===== src/rtl/seq_divider_8by4_if.sv =====
// Handshake and data bundle for the 8-by-4 sequential divider.
// master drives the request side, slave is the divider itself.
interface seq_divider_8by4_if;
    logic       start;
    logic [7:0] Dividend;
    logic [3:0] Divisor;
    logic [7:0] Quotient;
    logic [3:0] Remainder;
    logic       busy;
    logic       done;
    logic       div_by_zero;

    modport master (
        output start, Dividend, Divisor,
        input  Quotient, Remainder, busy, done, div_by_zero
    );

    modport slave (
        input  start, Dividend, Divisor,
        output Quotient, Remainder, busy, done, div_by_zero
    );
endinterface


===== src/rtl/seq_divider_8by4.sv =====
// Unsigned 8-bit by 4-bit restoring divider, one quotient bit per clock, MSB first.
// A zero divisor skips the iterations and reports Quotient=FF, Remainder=Dividend[3:0].
module seq_divider_8by4 (
    input  logic               clk,
    input  logic               rst_n,
    seq_divider_8by4_if.slave  bus
);

    typedef enum logic [1:0] {IDLE, CALC, DONE} state_t;

    state_t     state;
    state_t     state_nxt;

    logic [7:0] dvd_r;
    logic [3:0] dvs_r;
    logic [3:0] pr_r;
    logic [7:0] q_r;
    logic [2:0] cnt_r;
    logic [7:0] quo_r;
    logic [3:0] rem_r;
    logic       dbz_r;
    logic [4:0] step;
    logic       last_iter;

    // Returns {next partial remainder, quotient bit}. When the trial value is
    // at least the divisor the true difference is below 16, so 4-bit
    // subtraction yields the exact result.
    function automatic logic [4:0] restore_step(input logic [3:0] pr,
                                                input logic       nbit,
                                                input logic [3:0] dvs);
        logic [4:0] trial;
        logic       ge;
        trial = {pr, nbit};
        ge    = (trial >= {1'b0, dvs});
        if (ge)
            return {trial[3:0] - dvs, 1'b1};
        else
            return {trial[3:0], 1'b0};
    endfunction

    assign step      = restore_step(pr_r, dvd_r[7], dvs_r);
    assign last_iter = (cnt_r == 3'd7);

    always_ff @(posedge clk or negedge rst_n) begin
        if (!rst_n)
            state <= IDLE;
        else
            state <= state_nxt;
    end

    always_comb begin
        state_nxt = state;
        bus.busy  = 1'b0;
        bus.done  = 1'b0;
        case (state)
            IDLE: begin
                if (bus.start)
                    state_nxt = (bus.Divisor == 4'd0) ? DONE : CALC;
            end
            CALC: begin
                bus.busy = 1'b1;
                if (last_iter)
                    state_nxt = DONE;
            end
            DONE: begin
                bus.done  = 1'b1;
                state_nxt = IDLE;
            end
            default: state_nxt = IDLE;
        endcase
    end

    always_ff @(posedge clk or negedge rst_n) begin
        if (!rst_n) begin
            dvd_r <= 8'h00;
            dvs_r <= 4'h0;
            pr_r  <= 4'h0;
            q_r   <= 8'h00;
            cnt_r <= 3'd0;
            quo_r <= 8'h00;
            rem_r <= 4'h0;
            dbz_r <= 1'b0;
        end else begin
            case (state)
                IDLE: begin
                    if (bus.start) begin
                        if (bus.Divisor == 4'd0) begin
                            quo_r <= 8'hFF;
                            rem_r <= bus.Dividend[3:0];
                            dbz_r <= 1'b1;
                        end else begin
                            dvd_r <= bus.Dividend;
                            dvs_r <= bus.Divisor;
                            pr_r  <= 4'h0;
                            q_r   <= 8'h00;
                            cnt_r <= 3'd0;
                            dbz_r <= 1'b0;
                        end
                    end
                end
                CALC: begin
                    // Working registers only; results are published on the last iteration.
                    pr_r  <= step[4:1];
                    dvd_r <= {dvd_r[6:0], 1'b0};
                    q_r   <= {q_r[6:0], step[0]};
                    cnt_r <= cnt_r + 3'd1;
                    if (last_iter) begin
                        quo_r <= {q_r[6:0], step[0]};
                        rem_r <= step[4:1];
                    end
                end
                default: ;
            endcase
        end
    end

    assign bus.Quotient    = quo_r;
    assign bus.Remainder   = rem_r;
    assign bus.div_by_zero = dbz_r;

endmodule

===== src/flat_wrapper.sv =====
// flat-port wrapper written by rule: the top's interface ports become plain ports
module seq_divider_8by4_flat 
  (clk, rst_n, bus_start, bus_Dividend, bus_Divisor, bus_Quotient, bus_Remainder, bus_busy, bus_done, bus_div_by_zero);
  seq_divider_8by4_if bus_i ();
  input  logic clk;
  input  logic rst_n;
  input wire logic [$bits(bus_i.start)-1:0] bus_start;
  input wire logic [$bits(bus_i.Dividend)-1:0] bus_Dividend;
  input wire logic [$bits(bus_i.Divisor)-1:0] bus_Divisor;
  output wire logic [$bits(bus_i.Quotient)-1:0] bus_Quotient;
  output wire logic [$bits(bus_i.Remainder)-1:0] bus_Remainder;
  output wire logic [$bits(bus_i.busy)-1:0] bus_busy;
  output wire logic [$bits(bus_i.done)-1:0] bus_done;
  output wire logic [$bits(bus_i.div_by_zero)-1:0] bus_div_by_zero;
  assign bus_i.start = bus_start;
  assign bus_i.Dividend = bus_Dividend;
  assign bus_i.Divisor = bus_Divisor;
  assign bus_Quotient = bus_i.Quotient;
  assign bus_Remainder = bus_i.Remainder;
  assign bus_busy = bus_i.busy;
  assign bus_done = bus_i.done;
  assign bus_div_by_zero = bus_i.div_by_zero;
  seq_divider_8by4 u_core (.clk(clk), .rst_n(rst_n), .bus(bus_i));
endmodule

===== config.mk =====
export PLATFORM = sky130hd
export DESIGN_NAME = seq_divider_8by4_flat
export DESIGN_NICKNAME = d
export VERILOG_FILES = /design/src/rtl/seq_divider_8by4_if.sv /design/src/rtl/seq_divider_8by4.sv /design/src/flat_wrapper.sv
export SDC_FILE = /design/constraint.sdc
export NUM_CORES = 1
export LEC_CHECK = 0
export ABC_AREA = 1
export CORE_MARGIN = 2
export CORE_UTILIZATION = 45
export CTS_CLUSTER_DIAMETER = 80
export CTS_CLUSTER_SIZE = 24
export DETAILED_ROUTE_END_ITERATION = 7
export GPL_TIMING_DRIVEN = 0
export MAX_ROUTING_LAYER = met4
export PLACE_DENSITY = 0.71
export SYNTH_ARGS = -nofsm -noshare
export SYNTH_HDL_FRONTEND = slang
export SYNTH_SLANG_ARGS = --single-unit

===== constraint.sdc =====
create_clock -name clk -period 3.15 [get_ports clk]
set_clock_uncertainty 0.2 [all_clocks]
set_input_delay 0.63 -clock clk [delete_from_list [all_inputs] [get_ports clk]]
set_output_delay 0.63 -clock clk [all_outputs]
set_load 0.1 [all_outputs]

==> run metrics <==
status=finished, final reports clean; crit path max-delay cell type=dlygate4sd2_1; RSZ-0062 raised after global routing=no; CTS tree=built; GR Util met1=0.233; Seq/Total Area, Yosys=0.536; worst-margin pin slew=969 ps; clock transition at the registers of the reported paths=70 ps; arrival time worst endpoint=2220 ps; vias per inst=5.04; number of global-route vias before repair=1487; wire length of the first global-routing pass=6670 µm; critical path data required time=2320 ps; hold_sp=u_core.bus.Quotient[0]; IO buf count=29; # DRC=0; Post-DRT Antenna Nets=0; relative slew slack=0.352; DP Area=0.00228 mm²; RR Startpoint=u_core.pr_r[1]; MaxCap Viol Count=0; total CTS buffers=5; DP Wirelength=2780 µm; CP Class=reg2out; initial antenna violation count=0; r2r setup slk=1020 ps; delay of the slowest critical-path stage=870 ps; critical-path cell list=inv_1, nand2_2, inv_1, buf_4, buf_4, dlygate4sd2_1; crit path capture type=primary output; post-synth top area cell=dfrtp_1; Most Crowded Layer GR=met2; clk sink count=41; clk buf depth=2; Root Driver=clkbuf_8; Worst Path Max Fanout=10; Die Wd=69.2 µm; Syn Area/Cell=8.87 µm²; worst-case hold path end point=u_core.bus.Quotient[0]; CTS H-tree lvls=2; Unique masters post-synth=25; wire per inst=12.6 µm; Post-Syn Instances=216; share of the synthesized area in the top cell type=0.536; Iter 0 DRT Violations=85; Layout area overhead=25.9%; IO Count=30; GR Layer Usage met3=0.0392; Reg2Reg Depth=7; Core Region=0.00406 mm²; min Tclk post-route=3050 ps; Final Instance Area=0.00241 mm²; Setup crit start kind=register; worst r2r dst=u_core.bus.Quotient[0]; dominant cells by area after synthesis=dfrtp_1, nand2_1, inv_1; final WL=3850 µm; DIE HEIGHT=69.2 µm; gp weighted congestion=0.835; synthesized net count=238; post-route setup slack=95.1 ps; GRT met2 Usage=0.280; total gr overflow=0; Post-CTS Setup Bufs=0; diode count=0; Final #Nets=276; Mapped Area=0.00192 mm²; Achievable Freq=327 MHz; worst skew pair latency=290 ps; Yosys warnings=0; Setup TNS=0 ps; post-place setup slack=124 ps; largest net degree at the start of global routing=41; Starting Density=0.472; # setup viols final=0; Hold Vio Cnt, Final=0; via count=1536; share of cells above drive strength 1=0.0902; period utilization=0.970; GRT Util Overall=0.179; Pins Over Slew Limit=0; Yosys reg bits=41; final design utilization=0.595; Cell Rows=23; hold depth=2; DR pass1 iterations=4; die footprint=0.00479 mm²; HP Class=reg2reg
state kept, by name, summed over array words and instances, names as in the netlist:
name	cells
u_core.bus.Quotient	8
u_core.dvd_r	8
u_core.q_r	7
u_core.bus.Remainder	4
u_core.dvs_r	4
u_core.pr_r	4
u_core.cnt_r	3
u_core.state	2
u_core.bus.div_by_zero	1
synth_stat cells:
cell       n
a21oi_1    5
a22o_1     2
a31oi_1   12
buf_2      2
buf_4      3
buf_6      1
clkbuf_1   2
dfrtp_1   41
fa_1       1
ha_1       6
inv_1     27
inv_2      2
nand2_1   45
nand2_2    2
nand2_4    1
nand3_1   15
nand4_1    4
nor2_1    20
nor2_2     2
o211ai_1   2
o21ai_0    6
o21ai_1    4
o22ai_1    6
or2_0      4
xor2_1     1
cell usage in the layout (no fill, tap or decap), types with 4 or more instances in the layout:
cell type / instances
a21oi_1: 5
a31oi_1: 12
clkbuf_8: 6
clkdlybuf4s50_1: 27
dfrtp_1: 41
ha_1: 6
inv_1: 27
nand2_1: 45
nand3_1: 15
nand4_1: 4
nor2_1: 20
o21ai_0: 6
o21ai_1: 4
o22ai_1: 6
or2_0: 4
area by class of cell:
type	instances	area, µm²
buffer	8	51.3
clock buffer	6	82.6
clock inverter	2	37.5
fill	382	1650
inverter	29	109
multi-input combinational	138	729
sequential	41	1030
tap	50	62.6
timing repair buffer	31	314
worst max path at each step:
stage                                from       end  depth (start not counted)
final                     u_core.state[1]  bus_busy                          6
after global routing      u_core.state[1]  bus_busy                          6
after CTS                 u_core.state[1]  bus_busy                          6
after detailed placement  u_core.state[1]  bus_busy                          6
after global placement    u_core.state[1]  bus_busy                          6
after floorplan           u_core.state[0]  bus_done                          1
layer usage:
metal  routed length (µm)  part of all wire  vias to the layer above
met4                   61             0.016                        0
met1                 1840              0.48                      728
met5                    0                 0                        -
li1                     -                 -                      782
met3                   95             0.025                        6
met2                 1840              0.48                       20
worst max-delay path, delay by kind of cell (launching register included):
kind	cells	cell delay, ps
buf+inv	5	1410
flops	1	380
simple gates	1	150
per-stage QoR:
stage	instances	hold WS, ps
final	305	285
after global routing	305	331
after CTS	305	295
after detailed placement	296	229
after global placement	295	262
after floorplan	216	134
kinds of logic (layout without fill, tap and decap cells):
kind of cell	after synthesis	after routing	share of synthesized area
buf+inv	37	76	0.0836
xor+xnor	1	1	0.00457
simple gates	93	93	0.212
flops	41	41	0.536
fa+ha+maj	7	7	0.0496
compound gates	37	37	0.115
repair_timing:
| action | 4_1_cts | 5_1_grt |
|---|---|---|
| setup endpoints to repair | 1 | 0 |
| hold endpoints to repair | 1 | 0 |
| gates resized for setup | 1 | 0 |
| hold buffers | 1 | 0 |
Power is left out: the tool's default activity adds up to more than one toggle a clock period on the data nets, which glitch-free logic cannot reach.
